[config.mk]
export PLATFORM = sky130hd
export DESIGN_NAME = fpu_cmd_seq
export DESIGN_NICKNAME = d
export VERILOG_FILES = /design/src/rtl/fpu_cmd_seq.sv
export SDC_FILE = /design/constraint.sdc
export NUM_CORES = 1
export LEC_CHECK = 0
export BUFFER_PORTS_ARGS = -buffer_cell sky130_fd_sc_hd__buf_4
export CAP_MARGIN = 10
export CORE_ASPECT_RATIO = 2
export CORE_MARGIN = 2
export CORE_UTILIZATION = 32
export DETAILED_ROUTE_END_ITERATION = 8
export MAX_ROUTING_LAYER = met4
export PLACE_DENSITY = 0.58
export RECOVER_POWER = 100
export SYNTH_ARGS = -nofsm -noshare
export SYNTH_HDL_FRONTEND = slang
export SYNTH_SLANG_ARGS = --single-unit
[constraint.sdc]
create_clock -name clk -period 4.04 [get_ports clk]
set_clock_uncertainty 0.15 [all_clocks]
set_input_delay 0.404 -clock clk [delete_from_list [all_inputs] [get_ports clk]]
set_output_delay 0.404 -clock clk [all_outputs]
set_load 0.05 [all_outputs]
[src/rtl/fpu_cmd_seq.sv]
// rtl/fpu_cmd_seq.sv - single-command sequencer driving the fpu memory/control pins
//
// Purpose: accepts one host command at a time (arithmetic op, host SRAM write,
// or illegal op), walks the fpu through arm / operand fetch / execute, waits
// for fpu_done (bounded by TIMEOUT) and returns a one-beat status response.
//
// Ports:
//   clk, rstp                    clock, synchronous active-low reset
//   cmd_valid/cmd_ready          command handshake
//   cmd_op/src1/src2/dst/rm      command fields, cmd_wdata for host write (op 7)
//   addr1/addr2/addr3, opcode_in, round_mp, inp, ld, enable   fpu pins (registered)
//   fpu_done, fpu_flags          fpu completion and status flags
//   rsp_valid/rsp_ready          response handshake
//   rsp_flags, rsp_err           captured fpu flags, 00 ok / 01 timeout / 10 illegal op

module fpu_cmd_seq #(
  parameter logic [4:0]  SCRATCH_ADDR = 5'd31,
  parameter int unsigned TIMEOUT      = 15,
  parameter int unsigned FETCH_CYCLES = 2
) (
  input  logic        clk,
  input  logic        rstp,
  input  logic        cmd_valid,
  output logic        cmd_ready,
  input  logic [2:0]  cmd_op,
  input  logic [4:0]  cmd_src1,
  input  logic [4:0]  cmd_src2,
  input  logic [4:0]  cmd_dst,
  input  logic [2:0]  cmd_rm,
  input  logic [31:0] cmd_wdata,
  output logic [4:0]  addr1,
  output logic [4:0]  addr2,
  output logic [4:0]  addr3,
  output logic [2:0]  opcode_in,
  output logic [2:0]  round_mp,
  output logic [31:0] inp,
  output logic        ld,
  output logic        enable,
  input  logic        fpu_done,
  input  logic [7:0]  fpu_flags,
  output logic        rsp_valid,
  input  logic        rsp_ready,
  output logic [7:0]  rsp_flags,
  output logic [1:0]  rsp_err
);

  typedef enum logic [2:0] {
    S_IDLE,
    S_ARM,
    S_FETCH,
    S_EXEC,
    S_WRITE,
    S_ILLEGAL,
    S_RESP
  } state_t;

  localparam logic [3:0] FETCH_LAST = 4'(FETCH_CYCLES - 1);
  localparam logic [3:0] EXEC_LAST  = 4'(TIMEOUT - 1);

  state_t     state_q;
  logic [3:0] cnt_q;     // fetch-cycle counter in FETCH, done timer in EXEC
  logic [4:0] src1_q;
  logic [4:0] src2_q;
  logic [4:0] dst_q;
  logic       accept;

  assign accept = cmd_valid && cmd_ready;

  // Outputs are assigned on the edge that enters a state, so the registered
  // pin values always match the state currently held.
  always_ff @(posedge clk) begin
    if (!rstp) begin
      state_q   <= S_IDLE;
      cnt_q     <= 4'd0;
      src1_q    <= 5'd0;
      src2_q    <= 5'd0;
      dst_q     <= 5'd0;
      enable    <= 1'b1;
      ld        <= 1'b1;
      addr1     <= SCRATCH_ADDR;
      addr2     <= 5'd0;
      addr3     <= SCRATCH_ADDR;
      opcode_in <= 3'd0;
      round_mp  <= 3'd0;
      inp       <= 32'd0;
      cmd_ready <= 1'b0;
      rsp_valid <= 1'b0;
      rsp_flags <= 8'd0;
      rsp_err   <= 2'b00;
    end else begin
      case (state_q)
        S_IDLE: begin
          cmd_ready <= 1'b1;
          if (accept) begin
            cmd_ready <= 1'b0;
            src1_q    <= cmd_src1;
            src2_q    <= cmd_src2;
            dst_q     <= cmd_dst;
            if (cmd_op <= 3'd4) begin
              // enable=0/ld=0 on the scratch word clears the fpu done counter
              state_q   <= S_ARM;
              enable    <= 1'b0;
              ld        <= 1'b0;
              addr1     <= SCRATCH_ADDR;
              inp       <= 32'd0;
              opcode_in <= cmd_op;
              round_mp  <= cmd_rm;
            end else if (cmd_op == 3'd7) begin
              state_q <= S_WRITE;
              enable  <= 1'b0;
              ld      <= 1'b0;
              addr1   <= cmd_dst;
              inp     <= cmd_wdata;
            end else begin
              // Illegal ops leave the pins in the safe idle encoding and spend
              // one cycle here so their latency matches a host write.
              state_q <= S_ILLEGAL;
            end
          end
        end

        S_ARM: begin
          state_q <= S_FETCH;
          cnt_q   <= 4'd0;
          enable  <= 1'b1;
          ld      <= 1'b1;
          addr1   <= src1_q;
          addr2   <= src2_q;
          addr3   <= dst_q;
        end

        S_FETCH: begin
          // fpu_done is ignored here; ld=1 already blocks any SRAM write
          if (cnt_q == FETCH_LAST) begin
            state_q <= S_EXEC;
            cnt_q   <= 4'd0;
            ld      <= 1'b0;
          end else begin
            cnt_q <= cnt_q + 4'd1;
          end
        end

        S_EXEC: begin
          // done is tested before the timer so a late done still wins
          if (fpu_done) begin
            state_q   <= S_RESP;
            rsp_flags <= fpu_flags;
            rsp_err   <= 2'b00;
            rsp_valid <= 1'b1;
            ld        <= 1'b1;
            addr1     <= SCRATCH_ADDR;
          end else if (cnt_q == EXEC_LAST) begin
            state_q   <= S_RESP;
            rsp_flags <= 8'd0;
            rsp_err   <= 2'b01;
            rsp_valid <= 1'b1;
            ld        <= 1'b1;
            addr1     <= SCRATCH_ADDR;
          end else begin
            cnt_q <= cnt_q + 4'd1;
          end
        end

        S_WRITE: begin
          state_q   <= S_RESP;
          rsp_flags <= 8'd0;
          rsp_err   <= 2'b00;
          rsp_valid <= 1'b1;
          enable    <= 1'b1;
          ld        <= 1'b1;
          addr1     <= SCRATCH_ADDR;
        end

        S_ILLEGAL: begin
          state_q   <= S_RESP;
          rsp_flags <= 8'd0;
          rsp_err   <= 2'b10;
          rsp_valid <= 1'b1;
        end

        S_RESP: begin
          if (rsp_ready) begin
            // back to the reset pin encoding so IDLE looks the same every time
            state_q   <= S_IDLE;
            rsp_valid <= 1'b0;
            cmd_ready <= 1'b1;
            addr1     <= SCRATCH_ADDR;
            addr2     <= 5'd0;
            addr3     <= SCRATCH_ADDR;
            opcode_in <= 3'd0;
            round_mp  <= 3'd0;
            inp       <= 32'd0;
          end
        end

        default: begin
          state_q <= S_IDLE;
        end
      endcase
    end
  end

endmodule

==> metrics.md, run 1 <==
| Metric | Value |
|---|---|
| Status | `complete, no violations` |
| CP endpoint kind | `flop` |
| Number of antenna violations at the first check in global routing | `0` |
| Worst EP arrival | `around 2.8 ns` |
| Share of cells above drive strength 1 | `16.6%` |
| Synth Warn # | `0` |
| Seq/Total Area, Yosys | `48.0%` |
| Ys async rst share | `0%` |
| DP HPWL | `~7300 µm` |
| Post-Route WL | `slightly below 10,000 µm` |
| Power Total | `3000 µW` |
| I/O pins | `between 100 and 150` |
| Row count | `55` |
| Global-route wire length before repair | `roughly 16,000 µm` |
| Final hold vios | `0` |
| Critical path startpoint category | `flop` |
| Filler cells | `1,211` |
| Crit path time final | `between 2 and 3 ns` |
| Chip width | `roughly 80 µm` |
| Diode count | `0` |
| Seq. cell area | `roughly 1800 µm²` |
| Crit path kind | `flop to flop` |
| CTS Hold Bufs | `0` |
| CTS clk-pin slew, worst paths | `0.06 ns` |
| Initial DRC Count | `85` |
| Commonest non-fill, non-tap cell in the layout | `nand2_1` |
| Util after Layout | `42.2%` |
| Vias in the first global route | `3,276` |
| CTS tree | `done` |
| CORE AREA | `approximately 11,000 µm²` |
| Leak pwr | `roughly 0.0018 µW` |
| Maximum fanout along the worst path | `between 60 and 70` |
| F_max | `0.367 GHz` |
| RSZ-0062 raised after global routing | `false` |
| Total CTS buffers | `9` |
| Drt wl/cell | `between 10 and 15 µm` |
| Mapped Area | `3710 µm²` |
| Largest net degree at the start of global routing | `65` |
| Pre-antenna DRT Iters | `4` |
| Clk_lat worst skew | `~0.33 ns` |
| Yosys reg bits | `89` |
| Die span in y | `roughly 160 µm` |
| Final Cycle Share | `between 60% and 70%` |
| CP required | `4.06 ns` |
| Post_cts resized | `0` |
| Vias | `about 3,300` |
| Grt ovf | `0` |
| Commonest non-fill, non-tap cells in the layout | `nand2_1 (90), dfxtp_1 (89), clkbuf_1 (68), buf_4 (66), o21ai_0 (38)` |
| Hold Crit Class | `input port to flop` |
| Final setup fails | `0` |
| VDD IR-drop max | `about 0.00030 V` |
| Post-CTS Setup Bufs | `0` |
| Layout area overhead | `28.2%` |
| Final RePlAce weighted congestion | `about 0.8` |
| Max transition margin | `~34%` |
| Input/output buffers | `between 100 and 150` |
| Initial Util | `roughly 33%` |
| Nets@finish | `611` |
| # DRC | `0` |
| Post-synth cell types | `52` |
| Die ar. | `between 10,000 and 15,000 µm²` |
| Post-Syn Area per Cell | `between 8 and 9 µm²` |
| Clock Tree Root | `clkbuf_16` |
| Gr usage total | `between 10% and 20%` |
| Setup tns final | `0 ns` |
| CTS Buffer Depth | `2` |
| Synth Instances | `430` |
| Synth Flop Type | `dfxtp_1` |
| Slew of the pin with the lowest slew margin | `just under 1 ns` |
| Synth Net Count | `between 400 and 500` |
| # Max-Cap Violations | `0` |
| TritonCTS Sinks | `between 80 and 90` |
| Multi-input logic area | `about 1700 µm²` |
| Via/cell ratio | `roughly 4.9` |
| Post-synth EDFFs | `0` |
| H-tree lvl count | `3` |
| Final ANT Viol Nets | `0` |
| Number of max-slew violations in the final report | `0` |
| PwrDens | `631 nW/µm²` |
## worst paths after layout
check	from	endpoint	slack, ns	depth (start not counted)
min	cmd_src2[4]	src2_q[4]	0.16	3
max	state_q[2]	inp[11]	1.31	3
max reg2reg	state_q[2]	inp[11]	1.31	3
min reg2reg	rsp_valid	rsp_valid	0.30	2
## critical path: stages, from the launching register on
cell	delay, ns
dfxtp_1	0.58
nor4b_1	0.70
a221o_2	0.89
o21ai_0	0.23
## synthesized netlist by cell type (all sizes together), types with 2 or more instances
cell / count / area (µm²)
and2: 4 / 25.0
xnor2: 4 / 35.0
nor2: 21 / 78.8
dfxtp: 89 / 1780
o21ai: 39 / 199
o21a: 3 / 22.5
o32ai: 5 / 43.8
or3b: 2 / 20.0
nand4b: 2 / 17.5
inv: 8 / 30.0
nand3b: 2 / 15.0
buf: 24 / 140
nand2b: 9 / 56.3
a22oi: 13 / 97.6
a21oi: 22 / 118
o31a: 2 / 17.5
nor3: 3 / 15.0
nand2: 90 / 338
xor2: 2 / 17.5
clkbuf: 8 / 31.3
o22ai: 5 / 31.3
a211o: 4 / 35.0
mux2i: 6 / 60.1
mux2: 5 / 75.1
ha: 3 / 37.5
a211oi: 4 / 30.0
nand3: 35 / 180
## cells by family (layout without fill, tap and decap cells)
| logic type | count (synthesis) | in the layout | synth area share [%] |
|---|---|---|---|
| xor+xnor | 6 | 6 | 1.42 |
| simple gates | 173 | 173 | 21.5 |
| compound gates | 108 | 108 | 19.0 |
| mux | 11 | 11 | 3.64 |
| buf+inv | 40 | 157 | 5.43 |
| fa+ha+maj | 3 | 3 | 1.01 |
| flops | 89 | 89 | 48.0 |
## layer usage
| metal | share of wire, % | wire [µm] | vias to the layer above | track usage [%] |
|---|---|---|---|---|
| met5 | 0 | 0 | - | - |
| met4 | 1.3 | 133 | 0 | 5.57 |
| met3 | 4.1 | 408 | 9 | 2.88 |
| met2 | 54 | 5360 | 92 | 29.3 |
| met1 | 40 | 3960 | 1524 | 17.4 |
| li1 | - | - | 1717 | - |
## area by class of cell
cell class                      count  share of cell area (%)
Clock buffer                       12                    5.39
Clock inverter                      4                    1.08
Inverter                            8                   0.631
Multi-Input combinational cell    301                    36.0
Sequential cell                    89                    37.4
Tap cell                          142                    3.73
Timing Repair Buffer              133                    15.7
## metrics by stage
| step | setup WS [ns] | hold WS, ns | std cells | instance area, µm² |
|---|---|---|---|---|
| 2_1_floorplan | 1.99 | 0.286 | 430 | 3710 |
| 3_3_place_gp | 1.29 | 0.286 | 673 | 4730 |
| 3_5_place_dp | 1.21 | 0.289 | 673 | 4730 |
| 4_1_cts | 1.41 | 0.147 | 689 | 5040 |
| 5_1_grt | 0.950 | 0.152 | 689 | 4760 |
| 6_report | 1.31 | 0.163 | 689 | 4760 |
## sequential cells by signal, summed over array words and instances (netlist names), 4 cells and up
signal and count:
addr1 5, addr2 5, addr3 5, cnt_q 4, dst_q 5, inp 32, rsp_flags 8, src1_q 5
src2_q 5
## where the power goes
group,switching (µW),internal (µW)
Clock,328,513
Combinational,706,306
Sequential,139,1010
(Power assumes the default switching activity.)
==> run 2, diff against run 1 <==
- clock period: 4.04 -> 2.78 ns (I/O delays scaled with it)
==> run 2 against run 1 <==
Net effect:
- routed wire length rose by 3.0%
- critical path depth rose by 2
- final cell count rose by 1.0%
- global-route usage rose by 0.65 points
- largest power group unchanged
==> metrics.md, run 2 (synthesized netlist as in run 1, its figures left out) <==
| Metric | Value |
|---|---|
| Status | `complete, no violations (unchanged)` |
| Final hold vios | `0 (unchanged)` |
| Reg power frac | `35.7% (was 38.3%)` |
| Worst r2r dst | `addr2[1] (was inp[11])` |
| CTS Hold Bufs | `0 (unchanged)` |
| R2R cell count | `5 (was 3)` |
| Layout area overhead | `31.1% (was 28.2%)` |
| Number of antenna violations at the first check in global routing | `0 (unchanged)` |
| Top reg by flops | `inp (unchanged)` |
| # Max-Cap Violations | `0 (unchanged)` |
| Slew of the pin with the lowest slew margin | `0.768 ns (was 0.983 ns)` |
| Hold endpoint | `inp[2] (was src2_q[4])` |
| Largest regs | `inp x32, rsp_flags x8 (unchanged)` |
| Row count | `55 (unchanged)` |
| Crit path time final | `2.28 ns (was 2.73 ns)` |
| Final setup fails | `0 (unchanged)` |
| P_sw | `1740 µW (was 1170 µW)` |
| Worst Hold Slack | `0.0382 ns (was 0.163 ns)` |
| Clk_lat worst skew | `0.33 ns (about the same)` |
| Drt wl/cell | `14.6 µm (was 14.3 µm)` |
| Worst R2R Start | `state_q[2] (unchanged)` |
| Initial DRC Count | `101 (was 85)` |
| Vias in the first global route | `3,351 (was 3,276)` |
| Finished Layout Cells | `696 (was 689)` |
| Share of cells above drive strength 1 | `17.7% (was 16.6%)` |
| Initial Util | `32.9% (unchanged)` |
| Commonest non-fill, non-tap cells in the layout | `nand2_1 (90), dfxtp_1 (89), buf_4 (70), clkbuf_1 (69), o21ai_0 (36) (was nand2_1 (90), dfxtp_1 (89), clkbuf_1 (68), buf_4 (66), o21ai_0 (38))` |
| Diode count | `0 (unchanged)` |
| Chip width | `80.2 µm (unchanged)` |
| I/O pins | `133 (unchanged)` |
| VDD IR-drop max | `0.000381 V (was 0.000302 V)` |
| Final WS setup | `0.500 ns (was 1.31 ns)` |
| Switching Fraction | `38.1% (was 39.0%)` |
| CP required | `2.90 ns (was 4.06 ns)` |
| Nets@finish | `618 (was 611)` |
| CTS tree | `done (unchanged)` |
| Worst EP arrival | `2.40 ns (was 2.75 ns)` |
| Clock Tree Root | `clkbuf_16 (unchanged)` |
| Die span in y | `156 µm (unchanged)` |
| Largest register FFs | `32 (unchanged)` |
| Final Cycle Share | `82.0% (was 67.5%)` |
| Largest net degree at the start of global routing | `65 (unchanged)` |
| Setup tns final | `0 ns (unchanged)` |
| Die ar. | `12,500 µm² (unchanged)` |
| H-tree lvl count | `3 (unchanged)` |
| Number of max-slew violations in the final report | `0 (unchanged)` |
| Cell Chain, Critical Path | `clkbuf_1 > or3b_1 > o21a_1 > a22oi_1 > nor2_1 (was nor4b_1 > a221o_2 > o21ai_0)` |
| P_int | `2830 µW (was 1830 µW)` |
| Gr usage total | `16.9% (was 16.2%)` |
| Worst slack at placement | `0.634 ns (was 1.21 ns)` |
| Critical path startpoint category | `flop (unchanged)` |
| # DRC | `0 (unchanged)` |
| Pre-antenna DRT Iters | `4 (unchanged)` |
| CP max stage delay | `0.63 ns (was 0.89 ns)` |
| Global-route wire length before repair | `16,200 µm (was 15,600 µm)` |
| Util after Layout | `43.1% (was 42.2%)` |
| CORE AREA | `11,300 µm² (unchanged)` |
| Post_cts resized | `0 (unchanged)` |
| Hold Crit Depth | `3 (unchanged)` |
| Inst Count DP | `680 (was 673)` |
| Via/cell ratio | `4.96 (was 4.85)` |
| Hold_sp | `cmd_wdata[2] (was cmd_src2[4])` |
| Post-Route WL | `10,200 µm (was 9860 µm)` |
| Final RePlAce weighted congestion | `0.886 (was 0.824)` |
| Maximum fanout along the worst path | `16 (was 64)` |
| Max transition margin | `48.4% (was 34.4%)` |
| PwrDens | `939 nW/µm² (was 631 nW/µm²)` |
| Post-CTS Setup Bufs | `0 (unchanged)` |
| F_max | `0.439 GHz (was 0.367 GHz)` |
| Reg2reg setup slack | `0.50 ns (was 1.31 ns)` |
| CP delay by family, top | `flip-flops (was compound AO/OA/AOI/OAI gates)` |
| Critical Path Slowest Stage Cell | `dfxtp_1 (was a221o_2)` |
| Clock network fraction of total power | `30.3% (was 28.0%)` |
| Vias | `3,450 (was 3,342)` |
| DP HPWL | `7650 µm (was 7250 µm)` |
| CTS clk-pin slew, worst paths | `0.07 ns (was 0.06 ns)` |
| Commonest non-fill, non-tap cell in the layout | `nand2_1 (unchanged)` |
| Comb power frac | `34.0% (was 33.7%)` |
| TritonCTS Sinks | `89 (unchanged)` |
| RSZ-0062 raised after global routing | `false (unchanged)` |
| Hold Crit Class | `input port to flop (unchanged)` |
| Leak pwr | `0.00180 µW (was 0.00176 µW)` |
| CTS Buffer Depth | `2 (unchanged)` |
| Final ANT Viol Nets | `0 (unchanged)` |
| Crit path kind | `flop to flop (unchanged)` |
| CP endpoint kind | `flop (unchanged)` |
| Crit path buf inv count | `1 (was 0)` |
| Total CTS buffers | `9 (unchanged)` |
| Grt ovf | `0 (unchanged)` |
| Input/output buffers | `132 (unchanged)` |
[run 2: layer usage]
layer  up-vias  global-route usage [%]  share of wire, %
li1       1731                       -                 -
met4         0                    6.46               2.0
met1      1598                    17.4                38
met3        11                    3.23               4.4
met2       110                    30.8                55
met5         -                       -                 0
[run 2: worst max path at each step]
| stage | startpoint | end | slack (ns) | depth (start not counted) |
|---|---|---|---|---|
| global route | state_q[2] | addr1[4] | 0.27 | 5 |
| detailed placement | state_q[1] | addr1[1] | 0.63 | 5 |
| floorplan | cmd_ready | addr1[0] | 0.73 | 4 |
| finish | state_q[2] | addr2[1] | 0.50 | 5 |
| global placement | state_q[1] | inp[29] | 0.72 | 5 |
| CTS | state_q[1] | addr1[2] | 0.63 | 5 |
[run 2: through the flow]
| stage | area (µm²) | total power [µW] |
|---|---|---|
| final | 4870 | 4570 |
| after global routing | 4870 | 4830 |
| after CTS | 5140 | 4790 |
| after detailed placement | 4790 | 3390 |
| after global placement | 4790 | 3360 |
| after floorplan | 3710 | 2910 |
[run 2: area by class of cell]
cell class              count  area [µm²]
fillers                  1196        6420
flip-flops and latches     89        1780
multi-input cells         301        1720
repair buffers            140         805
clock buffers               9         225
well taps                 142         178
clock inverters             7         124
inverters                   8        30.0
[run 2: worst register-to-register path: cells and delay by family, from the launching register on]
kind,cells,cell delay [ns]
simple gates,2,0.59
flops,1,0.63
buf+inv,1,0.44
compound gates,2,0.41
[run 2: power groups by stage]
stage | sequential (µW) | combinational [µW] | clock [µW]
6_report | 1630 | 1550 | 1390
5_1_grt | 1660 | 1690 | 1480
4_1_cts | 1630 | 1730 | 1430
3_5_place_dp | 1660 | 1730 | 0
3_3_place_gp | 1650 | 1710 | 0
2_1_floorplan | 2070 | 839 | 0
